===== config.mk =====
export PLATFORM = sky130hd
export DESIGN_NAME = ram_access_ctrl_flat
export DESIGN_NICKNAME = d
export VERILOG_FILES = /design/src/rtl/ram_access_ctrl_pkg.sv /design/src/rtl/ram_access_ctrl_if.sv /design/src/rtl/ram_access_ctrl.sv /design/src/flat_wrapper.sv
export SDC_FILE = /design/constraint.sdc
export NUM_CORES = 1
export LEC_CHECK = 0
export CAP_MARGIN = 15
export CORE_ASPECT_RATIO = 1.1
export CORE_MARGIN = 8
export CORE_UTILIZATION = 43
export CTS_CLUSTER_SIZE = 14
export DETAILED_ROUTE_END_ITERATION = 8
export PLACE_DENSITY = 0.75
export SLEW_MARGIN = 10
export SYNTH_ARGS = -nofsm -noshare
export SYNTH_HDL_FRONTEND = slang
export SYNTH_SLANG_ARGS = --single-unit

===== constraint.sdc =====
create_clock -name clk -period 1.8 [get_ports clk]
set_clock_uncertainty 0.05 [all_clocks]
set_input_delay 0.36 -clock clk [delete_from_list [all_inputs] [get_ports clk]]
set_output_delay 0.36 -clock clk [all_outputs]
set_load 0.01 [all_outputs]

===== src/rtl/ram_access_ctrl_pkg.sv =====
`default_nettype none
// +----------------------------------------------------------------------------+
// | Package  : ram_ctrl_pkg                                                    |
// | Purpose  : Shared types and constants for the single-port RAM access       |
// |            controller: FSM state encoding, default bus widths and the      |
// |            largest supported RAM read latency.                             |
// | Revision : 1.0 - initial release                                           |
// +----------------------------------------------------------------------------+
package ram_ctrl_pkg;

  localparam int ADDR_W_DEF = 4;
  localparam int DATA_W_DEF = 4;

  // Largest RAM read latency the latency counter is sized for.
  localparam int RD_LAT_MAX = 2;

  typedef enum logic [1:0] {
    IDLE    = 2'd0,
    RD_WAIT = 2'd1,
    RSP     = 2'd2,
    CLEAR   = 2'd3
  } state_t;

endpackage : ram_ctrl_pkg
`default_nettype wire


===== src/rtl/ram_access_ctrl_if.sv =====
`default_nettype none
// +----------------------------------------------------------------------------+
// | Interface: ram_access_ctrl_if                                              |
// | Purpose  : CPU-side request/response channel of the RAM access controller. |
// |            Request : req_valid/req_ready handshake carrying we/addr/wdata. |
// |            Response: rsp_valid/rsp_ready handshake carrying rdata.         |
// | Modports : master - CPU side (drives requests, consumes responses)         |
// |            slave  - controller side                                        |
// | Revision : 1.0 - initial release                                           |
// +----------------------------------------------------------------------------+
interface ram_access_ctrl_if
  import ram_ctrl_pkg::*;
#(
  parameter int ADDR_W = ADDR_W_DEF,
  parameter int DATA_W = DATA_W_DEF
);

  logic              req_valid;
  logic              req_ready;
  logic              req_we;
  logic [ADDR_W-1:0] req_addr;
  logic [DATA_W-1:0] req_wdata;
  logic              rsp_valid;
  logic              rsp_ready;
  logic [DATA_W-1:0] rsp_rdata;

  modport master (
    output req_valid, req_we, req_addr, req_wdata, rsp_ready,
    input  req_ready, rsp_valid, rsp_rdata
  );

  modport slave (
    input  req_valid, req_we, req_addr, req_wdata, rsp_ready,
    output req_ready, rsp_valid, rsp_rdata
  );

endinterface : ram_access_ctrl_if
`default_nettype wire


===== src/rtl/ram_access_ctrl.sv =====
`default_nettype none
// +----------------------------------------------------------------------------+
// | Module   : ram_access_ctrl                                                 |
// | Purpose  : Initiator-side controller for a single-port block RAM. Turns    |
// |            CPU load/store requests into single-cycle RAM access pulses,    |
// |            absorbs the RAM's fixed read latency, returns read data on a    |
// |            valid/ready response channel and runs a hardware clear that     |
// |            writes CLEAR_VAL to every address.                              |
// | Ports    : clk         - system clock, rising edge                         |
// |            reset_n     - asynchronous active-low reset                     |
// |            cpu         - request/response channel (slave modport)          |
// |            clear_start - one-cycle pulse, starts the clear sequence        |
// |            clear_done  - one-cycle pulse after the last clear write        |
// |            busy        - registered, high whenever the FSM is not IDLE     |
// |            ram_en/ram_we/ram_addr/ram_din - registered RAM controls        |
// |            ram_dout    - RAM read data                                     |
// | Revision : 1.0 - initial release                                           |
// +----------------------------------------------------------------------------+
module ram_access_ctrl
  import ram_ctrl_pkg::*;
#(
  parameter int                ADDR_W    = ADDR_W_DEF,
  parameter int                DATA_W    = DATA_W_DEF,
  parameter int                RD_LAT    = 1,          // 1 or 2
  parameter logic [DATA_W-1:0] CLEAR_VAL = '0
) (
  input  logic              clk,
  input  logic              reset_n,
  ram_access_ctrl_if.slave  cpu,
  input  logic              clear_start,
  output logic              clear_done,
  output logic              busy,
  output logic              ram_en,
  output logic              ram_we,
  output logic [ADDR_W-1:0] ram_addr,
  output logic [DATA_W-1:0] ram_din,
  input  logic [DATA_W-1:0] ram_dout
);

  localparam int LAT_W = $clog2(RD_LAT_MAX + 1);

  // Clear address counter is one bit wider than the address so that the
  // value 2**ADDR_W (all addresses issued) is distinct from address 0.
  localparam logic [ADDR_W:0] CLR_END = {1'b1, {ADDR_W{1'b0}}};

  state_t            r_state;
  logic [LAT_W-1:0]  r_lat_cnt;
  logic [ADDR_W:0]   r_clr_cnt;
  logic              r_ram_en;
  logic              r_ram_we;
  logic [ADDR_W-1:0] r_ram_addr;
  logic [DATA_W-1:0] r_ram_din;
  logic              r_rsp_valid;
  logic [DATA_W-1:0] r_rsp_rdata;
  logic              r_clear_done;
  logic              r_busy;

  logic              w_req_ready;

  // clear_start has priority over a request arriving in the same cycle.
  assign w_req_ready = (r_state == IDLE) && !clear_start && reset_n;

  always_ff @(posedge clk or negedge reset_n) begin
    if (!reset_n) begin
      r_state      <= IDLE;
      r_lat_cnt    <= '0;
      r_clr_cnt    <= '0;
      r_ram_en     <= 1'b0;
      r_ram_we     <= 1'b0;
      r_ram_addr   <= '0;
      r_ram_din    <= '0;
      r_rsp_valid  <= 1'b0;
      r_rsp_rdata  <= '0;
      r_clear_done <= 1'b0;
      r_busy       <= 1'b0;
    end else begin
      // RAM enables and clear_done are pulses; address/data hold otherwise.
      r_ram_en     <= 1'b0;
      r_ram_we     <= 1'b0;
      r_clear_done <= 1'b0;

      case (r_state)
        IDLE: begin
          if (clear_start) begin
            // First clear write (address 0) is issued on entry.
            r_state    <= CLEAR;
            r_busy     <= 1'b1;
            r_ram_en   <= 1'b1;
            r_ram_we   <= 1'b1;
            r_ram_addr <= '0;
            r_ram_din  <= CLEAR_VAL;
            r_clr_cnt  <= (ADDR_W + 1)'(1);
          end else if (cpu.req_valid) begin
            r_ram_en   <= 1'b1;
            r_ram_we   <= cpu.req_we;
            r_ram_addr <= cpu.req_addr;
            if (cpu.req_we) begin
              r_ram_din <= cpu.req_wdata;
            end else begin
              r_state   <= RD_WAIT;
              r_busy    <= 1'b1;
              r_lat_cnt <= LAT_W'(RD_LAT);
            end
          end
        end

        RD_WAIT: begin
          // Counter reaches zero on the edge where ram_dout becomes valid
          // (RD_LAT edges after the enable edge); capture on the next one.
          if (r_lat_cnt == '0) begin
            r_rsp_rdata <= ram_dout;
            r_rsp_valid <= 1'b1;
            r_state     <= RSP;
          end else begin
            r_lat_cnt <= r_lat_cnt - LAT_W'(1);
          end
        end

        RSP: begin
          if (cpu.rsp_ready) begin
            r_rsp_valid <= 1'b0;
            r_state     <= IDLE;
            r_busy      <= 1'b0;
          end
        end

        CLEAR: begin
          if (r_clear_done) begin
            r_state <= IDLE;
            r_busy  <= 1'b0;
          end else if (r_clr_cnt == CLR_END) begin
            r_clear_done <= 1'b1;
          end else begin
            r_ram_en   <= 1'b1;
            r_ram_we   <= 1'b1;
            r_ram_addr <= r_clr_cnt[ADDR_W-1:0];
            r_ram_din  <= CLEAR_VAL;
            r_clr_cnt  <= r_clr_cnt + (ADDR_W + 1)'(1);
          end
        end

        default: begin
          r_state <= IDLE;
          r_busy  <= 1'b0;
        end
      endcase
    end
  end

  assign cpu.req_ready = w_req_ready;
  assign cpu.rsp_valid = r_rsp_valid;
  assign cpu.rsp_rdata = r_rsp_rdata;
  assign clear_done    = r_clear_done;
  assign busy          = r_busy;
  assign ram_en        = r_ram_en;
  assign ram_we        = r_ram_we;
  assign ram_addr      = r_ram_addr;
  assign ram_din       = r_ram_din;

endmodule : ram_access_ctrl
`default_nettype wire

===== src/flat_wrapper.sv =====
// flat-port wrapper written by rule: the top's interface ports become plain ports
module ram_access_ctrl_flat import ram_ctrl_pkg::*;
#(
  parameter int                ADDR_W    = ADDR_W_DEF,
  parameter int                DATA_W    = DATA_W_DEF,
  parameter int                RD_LAT    = 1,                   
  parameter logic [DATA_W-1:0] CLEAR_VAL = '0
)
  (clk, reset_n, clear_start, clear_done, busy, ram_en, ram_we, ram_addr, ram_din, ram_dout, cpu_req_valid, cpu_req_we, cpu_req_addr, cpu_req_wdata, cpu_rsp_ready, cpu_req_ready, cpu_rsp_valid, cpu_rsp_rdata);
  ram_access_ctrl_if #(.ADDR_W(ADDR_W), .DATA_W(DATA_W)) cpu_i ();
  input  logic clk;
  input  logic reset_n;
  input  logic clear_start;
  output logic clear_done;
  output logic busy;
  output logic ram_en;
  output logic ram_we;
  output logic [ADDR_W-1:0] ram_addr;
  output logic [DATA_W-1:0] ram_din;
  input  logic [DATA_W-1:0] ram_dout;
  input wire logic [$bits(cpu_i.req_valid)-1:0] cpu_req_valid;
  input wire logic [$bits(cpu_i.req_we)-1:0] cpu_req_we;
  input wire logic [$bits(cpu_i.req_addr)-1:0] cpu_req_addr;
  input wire logic [$bits(cpu_i.req_wdata)-1:0] cpu_req_wdata;
  input wire logic [$bits(cpu_i.rsp_ready)-1:0] cpu_rsp_ready;
  output wire logic [$bits(cpu_i.req_ready)-1:0] cpu_req_ready;
  output wire logic [$bits(cpu_i.rsp_valid)-1:0] cpu_rsp_valid;
  output wire logic [$bits(cpu_i.rsp_rdata)-1:0] cpu_rsp_rdata;
  assign cpu_i.req_valid = cpu_req_valid;
  assign cpu_i.req_we = cpu_req_we;
  assign cpu_i.req_addr = cpu_req_addr;
  assign cpu_i.req_wdata = cpu_req_wdata;
  assign cpu_i.rsp_ready = cpu_rsp_ready;
  assign cpu_req_ready = cpu_i.req_ready;
  assign cpu_rsp_valid = cpu_i.rsp_valid;
  assign cpu_rsp_rdata = cpu_i.rsp_rdata;
  ram_access_ctrl #(.ADDR_W(ADDR_W), .DATA_W(DATA_W), .RD_LAT(RD_LAT), .CLEAR_VAL(CLEAR_VAL)) u_core (.clk(clk), .reset_n(reset_n), .cpu(cpu_i), .clear_start(clear_start), .clear_done(clear_done), .busy(busy), .ram_en(ram_en), .ram_we(ram_we), .ram_addr(ram_addr), .ram_din(ram_din), .ram_dout(ram_dout));
endmodule

# Yosys cells after proc, flatten, opt, wreduce, memory -nomap -nowiden
# Index checks and enable logic that the tools add are counted.
dict set report totals {
  reg_bits 26
  output_inout_bits 18
  in_bits 18
}
dict set report op_classes {
  muxes 44
  reduce_logical 17
  eq_ne 17
  add_sub_neg 2
}
# cell n
set op_table {}
lappend op_table {{4-bit two-way mux} 9}
lappend op_table {{5-bit AND reduction} 4}
lappend op_table {{2-bit two-way mux} 8}
lappend op_table {{2-bit inequality test (second input constant)} 8}
lappend op_table {{4-bit case mux with 2 select lines} 2}
lappend op_table {{1-bit two-way mux} 15}
lappend op_table {{5-bit two-way mux} 3}
lappend op_table {{5-bit case mux with 2 select lines} 1}
lappend op_table {{3-bit inequality test (second input constant)} 3}
lappend op_table {{2-bit case mux with 4 select lines} 1}
lappend op_table {{4-bit AND reduction} 2}
lappend op_table {{1-bit case mux with 2 select lines} 3}
lappend op_table {{2-bit nonzero test} 3}
lappend op_table {{5-bit by 1-bit adder with 5-bit output (second input constant)} 1}
lappend op_table {{5-bit equality test (second input constant)} 1}
lappend op_table {{2-bit equality test (second input constant)} 2}
lappend op_table {{2-bit logical NOT} 2}
lappend op_table {{2-bit by 1-bit inequality test with 1-bit output (second input constant)} 2}
lappend op_table {{2-bit case mux with 2 select lines} 1}
lappend op_table {{1-bit case mux with 3 select lines} 1}
lappend op_table {{3-bit AND reduction} 1}
lappend op_table {{3-bit nonzero test} 1}
lappend op_table {{2-bit by 1-bit equality test with 1-bit output (second input constant)} 1}
lappend op_table {{1-bit logical AND} 2}
lappend op_table {{3 further kinds} 3}

# Logic depth before layout (Yosys ltp)
# Gate-level depths: netlist of run 1.
dict set report depth {
  word_depth 4
  mapped_depth 6
  depth_no_buf 6
}

# Worst setup path after synthesis of run 1
# No wires, ideal clock.
dict set report synth_timing {
  path_type {reg-to-reg}
  start {register u_core.r_state[0]}
  end {register u_core.r_state[1]}
  n_path_buf 0
  setup_slack_ns 0.066
  t_required_ns 1.623
  arrival_ns 1.557
  stages_incl_launch_ff 6
  period_less_slack_ns 1.734
  path_cell_list {dfrtp_1 > ha_1 > nor2b_2 > or3_4 > nor2_4 > mux2_1}
}
dict set report synth_between {
  elab_chain_cells 3
  word_cells_on_any_way 11
  cone_classes {eq/ne (8); mux (1); reduce/logical (2)}
}
# item line_no
set synth_rtl {}
lappend synth_rtl {{start, declared} ram_access_ctrl.sv:46} ;# state_t r_state;
lappend synth_rtl {{start signal, assigned} ram_access_ctrl.sv:65} ;# r_state <= IDLE;
lappend synth_rtl {{start signal, assigned} ram_access_ctrl.sv:86} ;# r_state <= CLEAR;
lappend synth_rtl {{start signal, assigned} ram_access_ctrl.sv:100} ;# r_state <= RD_WAIT;
lappend synth_rtl {{2-bit equality test, or another cell as far along} ram_access_ctrl.sv:82} ;# case (r_state)
lappend synth_rtl {{2-bit by 1-bit inequality test with 1-bit output (no line), or another cell as far along} n/a}
lappend synth_rtl {{5-bit AND reduction (no line)} n/a}
# Parallel ways exist; a longest one is shown, timed or not.
# A chain may end at the register's enable or synchronous reset.

# Worst setup path in the final report of run 1
# Ends and elaborated chain as after synthesis.

==> results of run 1 <==
[cell usage after synthesis, drive strengths merged]
cell type	instances	area (um^2)
nand4bb	1	11.26
a21oi	11	58.81
a22oi	3	22.52
ha	7	87.58
mux2i	3	30.03
and4bb	1	12.51
mux2	5	56.30
o22a	1	8.760
or3	1	11.26
nor2	10	45.04
dfrtp	26	650.6
a31oi	1	6.260
o21ai	13	65.06
nor2b	5	33.78
and2b	1	7.510
nand2b	2	12.51
o311ai	1	8.760
nor4bb	1	10.01
nand2	8	30.03
nand3	7	35.03
a22o	1	8.760
and2	2	12.51
o41ai	2	17.52
a221oi	1	8.760
nor3	3	20.02
buf	1	5.000
a21o	1	7.510
o221a	2	22.52
inv	13	48.80
[kinds of logic after synthesis]
| family | count (synthesis) | share of synthesized area |
|---|---|---|
| mux | 8 | 0.06371 |
| simple gates | 42 | 0.1782 |
| flops | 26 | 0.4801 |
| fa+ha+maj | 7 | 0.06463 |
| compound gates | 37 | 0.1736 |
| buf+inv | 14 | 0.03970 |
[worst max path at each step]
stage / from / to / depth (start not counted)
detailed placement: clear_start / cpu_req_ready / 4
floorplan: u_core.r_state[0]$_DFFE_PN0P_ / u_core.r_state[1]$_DFFE_PN0P_ / 5
global route: u_core.r_state[1]$_DFFE_PN0P_ / cpu_req_ready / 5
global placement: clear_start / cpu_req_ready / 4
finish: u_core.r_state[0]$_DFFE_PN0P_ / u_core.r_state[1]$_DFFE_PN0P_ / 7
CTS: u_core.r_state[0]$_DFFE_PN0P_ / u_core.r_state[1]$_DFFE_PN0P_ / 7
[layer usage]
metal / vias to the layer above / share of wire / GRT usage
met5: - / 0 / 0
met4: 0 / 0.0072 / 0.02733
met3: 3 / 0.057 / 0.03821
met2: 31 / 0.50 / 0.2490
met1: 598 / 0.43 / 0.1488
li1: 582 / - / -
[critical path, stage by stage, from the launching register on]
cell	delay [ns]
dfrtp_1	0.41
inv_2	0.06
buf_6	0.11
ha_4	0.15
nor2b_4	0.12
or3_4	0.40
nor2_4	0.12
mux2_4	0.31
[metrics by stage]
stage                 util  cells  cell area [um^2]
CTS                 0.6538    221              1976
global route        0.6663    222              2013
global placement    0.6141    217              1856
finish              0.6663    222              2013
floorplan                -    134              1355
detailed placement  0.6141    217              1856
[sequential cells by signal, indices dropped and copies added, names as in the netlist]
name / count
u_core.ram_en: 1
u_core.ram_we: 1
u_core.r_lat_cnt: 2
u_core.busy: 1
u_core.cpu.rsp_rdata: 4
u_core.ram_din: 4
u_core.r_state: 2
u_core.ram_addr: 4
u_core.clear_done: 1
u_core.r_clr_cnt: 5
u_core.cpu.rsp_valid: 1
[cell usage in the layout (no fill, tap or decap), types with 4 or more instances in the layout]
cell type         n
clkdlybuf4s50_1  34
dfrtp_1          25
o21ai_0          12
buf_4            12
inv_1            11
a21oi_1           9
nand2_1           8
nor2_1            8
nand3_1           7
mux2_2            4
buf_6             4
[cell type report]
class	count	area (um^2)	share of cell area
tap	34	42.54	0.02113
timing repair buffer	51	480.5	0.2387
clock inverter	1	30.03	0.01492
clock buffer	3	22.52	0.01119
multi-input combinational	94	737.0	0.3661
inverter	13	48.80	0.02424
sequential	26	651.9	0.3238
[power by group]
part | internal [mW] | total (mW) | switching, mW
registers | 0.821 | 0.973 | 0.151
clock network | 0.225 | 0.414 | 0.188
logic | 1.05 | 1.96 | 0.910
[repair_timing]
action | CTS | global route
buffers inserted | 0 | 1
pin swaps | 3 | 1
setup endpoints to repair | 3 | 17
gates resized for setup | 24 | 6
==> summary.md, run 1 <==
| Metric | Value |
|---|---|
| Outcome | `finished with violations` |
| Failing checks | `negative setup slack` |
| Worst r2r src | `u_core.r_state[0]$_DFFE_PN0P_` |
| Hold_ws | `0.3598 ns` |
| Site row count | `21` |
| Final Power | `3.350 mW` |
| Hold Violations, Final | `0` |
| Core region area | `3022 um^2` |
| Die Ht | `74.88 um` |
| Die ar. | `5206 um^2` |
| Data required time of the worst path | `1.99 ns` |
| Vias/cell | `5.468` |
| Syn nets | `159` |
| Hold Crit Class | `input port to asynchronous set/reset pin` |
| Worst slew margin | `0.7540` |
| Worst slack at placement | `-0.2542 ns` |
| Number of max-slew violations in the final report | `0` |
| Root Buffer | `clkbuf_4` |
| CTS Sinks | `26` |
| Detailed-placement wirelength estimate | `2585 um` |
| RR Endpoint | `u_core.r_state[1]$_DFFE_PN0P_` |
| Synth-to-Final Area Change | `48.57%` |
| Syn Std Cell Area | `1355 um^2` |
| Initial antenna violation count | `0` |
| Tot GR Track Use | `0.1334` |
| Largest net degree at the start of global routing | `27` |
| Final wirelength | `3453 um` |
| Post-layout nets | `214` |
| Unrepaired setup endpoints after global routing | `true` |
| Die width | `69.53 um` |
| # diodes | `0` |
| Port-buffer cells | `35` |
| Final worst slack | `-0.02209 ns` |
| Fill cell count | `250` |
| CTS HTree Levels | `1` |
| Period utilization | `1.012` |
| Worst Setup End Kind | `register` |
| PwrDens | `1664 nW/um^2` |
| Layout cells sized above 1 | `0.2500` |
| Least-Margin Pin Slew | `0.3666 ns` |
| DR pass1 iterations | `4` |
| Max-Cap Viols | `0` |
| DRC | `0` |
| Critical path type | `register to register` |
| CTS tree | `built` |
| Clock transition at path regs | `0.15 ns` |
| Post-route setup TNS | `-0.03946 ns` |
| Initial core utilization | `0.4484` |
| Worst-Skew Late Latency | `0.33 ns` |
| FF+latch count, synth | `26` |
| Io pins | `36` |
| Synth cell types | `34` |
| Final setup violation count | `2` |
| Max VDD drop | `0.9590 mV` |
| Fmax | `548.8 MHz` |
| Final GP Congestion | `0.8500` |
| Final min period | `1.822 ns` |
| Mapped Cells | `134` |
| Critical path launch point type | `register` |
| Crit-path max FO | `2` |
| Overflow after GRT | `0` |
| Yosys warning count | `0` |
| TritonCTS buffer count | `3` |
| Mean post-synth cell area | `10.11 um^2` |
| Wirelength per Cell | `15.55 um` |
| R2R cell count | `7` |
| Crit path DAT | `2.01 ns` |
| First-pass GRT wire length | `5816 um` |
| Reg2reg setup slack | `-0.02 ns` |
| Seq/Total Area, Yosys | `0.4801` |
| Antenna Nets Post-Route | `0` |
| CTS Hold Buffers Added | `0` |
| Pleak | `0.8821 nW` |
| DR iter-0 viols | `62` |
| Via Count | `1214` |
| Vias in the first global route | `1270` |
| Clk buf depth | `2` |
No activity file was read; power rests on OpenSTA's default activity.
==> run 2: changes to the inputs <==
--- a/config.mk
+++ b/config.mk
@@ -6,7 +6,7 @@
 export NUM_CORES = 1
 export LEC_CHECK = 0
 export CAP_MARGIN = 15
-export CORE_ASPECT_RATIO = 1.1
+export CORE_ASPECT_RATIO = 0.7
 export CORE_MARGIN = 8
 export CORE_UTILIZATION = 43
 export CTS_CLUSTER_SIZE = 14
==> constraint.sdc (replaced) <==
create_clock -name clk -period 1.8 [get_ports clk]
set_clock_uncertainty 0.05 [all_clocks]
set_input_delay 0.36 -clock clk [delete_from_list [all_inputs] [get_ports clk]]
set_output_delay 0.36 -clock clk [all_outputs]
set_load 0.1 [all_outputs]
==> summary.md, run 2 (same netlist as run 1, synthesis figures left out) <==
| Metric | Value |
|---|---|
| Outcome | `finished with violations` |
| Worst slew margin | `0.7036` |
| Hold path depth | `2` |
| Final wirelength | `3650 um` |
| Crit-path max FO | `4` |
| DRC | `0` |
| Failing checks | `negative setup slack` |
| Period utilization | `1.028` |
| CTS Hold Buffers Added | `0` |
| Worst r2r src | `u_core.r_state[1]$_DFFE_PN0P_` |
| Number of max-slew violations in the final report | `0` |
| Core region area | `3084 um^2` |
| Vias/cell | `5.543` |
| Post-layout nets | `209` |
| RR Endpoint | `u_core.r_state[1]$_DFFE_PN0P_` |
| Wirelength per Cell | `16.52 um` |
| Crit path DAT | `1.44 ns` |
| Biggest register | `u_core.r_clr_cnt` |
| Reg2reg setup slack | `-0.02 ns` |
| CTS tree | `built` |
| Tot GR Track Use | `0.1376` |
| Via Count | `1225` |
| Clk buf depth | `2` |
| # diodes | `0` |
| Site row count | `17` |
| Antenna Nets Post-Route | `0` |
| Largest net degree at the start of global routing | `27` |
| Critical path launch point type | `register` |
| Vias in the first global route | `1319` |
| Fmax | `540.3 MHz` |
| Final GP Congestion | `0.8979` |
| Worst Hold End | `u_core.r_lat_cnt[1]$_DFFE_PN0P_` |
| Data required time of the worst path | `1.39 ns` |
| Final min period | `1.851 ns` |
| Post-route setup TNS | `-0.07119 ns` |
| CTS Sinks | `26` |
| Clock transition at path regs | `0.10 ns` |
| Finished Cell Area | `2120 um^2` |
| R2R cell count | `6` |
| Critical path type | `register to output port` |
| Hold Violations, Final | `0` |
| DR pass1 iterations | `4` |
| First-pass GRT wire length | `6030 um` |
| Die ar. | `5232 um^2` |
| Synth-to-Final Area Change | `56.42%` |
| Io pins | `36` |
| Port-buffer cells | `35` |
| Layout cells sized above 1 | `0.3060` |
| Initial core utilization | `0.4394` |
| CTS HTree Levels | `1` |
| Hold Startpoint | `u_core.r_lat_cnt[1]$_DFFE_PN0P_` |
| Detailed-placement wirelength estimate | `2764 um` |
| Die width | `83.10 um` |
| Unrepaired setup endpoints after global routing | `true` |
| Worst-Skew Late Latency | `0.28 ns` |
| Final worst slack | `-0.05076 ns` |
| Commonest cells after routing, fill and taps aside | `dfrtp_1 (25), buf_12 (18), clkdlybuf4s50_1 (17)` |
| DP Area | `1987 um^2` |
| Initial antenna violation count | `0` |
| Die Ht | `62.97 um` |
| Max-Cap Viols | `0` |
| Largest register FFs | `5` |
| TritonCTS buffer count | `3` |
| Final design utilization | `0.6872` |
| Root Buffer | `clkbuf_8` |
| Final setup violation count | `2` |
| Hold Crit Class | `register to register` |
| Least-Margin Pin Slew | `0.4416 ns` |
| Worst Setup End Kind | `output port` |
| DR iter-0 viols | `73` |
| Overflow after GRT | `0` |
| Fill cell count | `223` |
| Commonest non-fill, non-tap cell in the layout | `dfrtp_1` |
[run 2: changes by cell type in the layout (fill, tap and decap cells not counted), moves of 2 or more]
cell,change
nor2b_4,-2
buf_6,-3
clkdlybuf4s50_1,-17
clkbuf_4,-3
buf_4,-2
buf_12,+18
clkbuf_8,+3
nor2b_1,+2
[run 2: stage by stage]
stage	instances	setup slack [ns]	hold slack [ns]
after detailed placement	213	-0.1389	0.4409
after CTS	220	-0.02073	0.4602
after floorplan	134	0.02718	0.01441
final	221	-0.05076	0.4544
after global routing	221	-0.09387	0.4726
after global placement	213	-0.06257	0.4165
[run 2: area by class of cell]
cell class	instances	area, um^2	area share
well taps	38	47.55	0.02243
clock buffers	4	45.04	0.02125
repair buffers	46	616.8	0.2910
flip-flops and latches	26	654.4	0.3087
multi-input cells	94	706.9	0.3335
inverters	13	48.80	0.02302
[run 2: worst max-delay path by stage]
stage,from,end,slack (ns)
after floorplan,u_core.r_state[0]$_DFFE_PN0P_,cpu_req_ready,0.03
final,u_core.r_state[0]$_DFFE_PN0P_,cpu_req_ready,-0.05
after global routing,u_core.r_state[0]$_DFFE_PN0P_,cpu_req_ready,-0.09
after global placement,clear_start,u_core.r_state[1]$_DFFE_PN0P_,-0.06
after CTS,u_core.r_state[0]$_DFFE_PN0P_,cpu_req_ready,-0.02
after detailed placement,clear_start,u_core.r_clr_cnt[0]$_DFFE_PN0P_,-0.14
[run 2: routing by layer]
layer	wire length (um)	vias to the layer above	part of all wire	global-route usage
met5	0	-	0	0
met2	1708	58	0.47	0.2217
met4	65	0	0.018	0.05022
met1	1516	585	0.42	0.1533
met3	360	9	0.099	0.06771
li1	-	573	-	-
[run 2: critical path, cell delays in order (launching register included)]
cell     delay [ns]
dfrtp_1        0.44
inv_2          0.11
ha_4           0.14
nor2b_4        0.14
and2_4         0.17
buf_12         0.17
[run 2: what timing repair did]
action,4_1_cts,5_1_grt
pin swaps,1,1
resized for setup,10,5
buffers inserted,3,1
setup endpoints to repair,2,8
endpoints found under the hold margin,0,0
Power of run 2 is left out: the tool's default activity adds up to more than one toggle a clock period on the data nets, which glitch-free logic cannot reach.
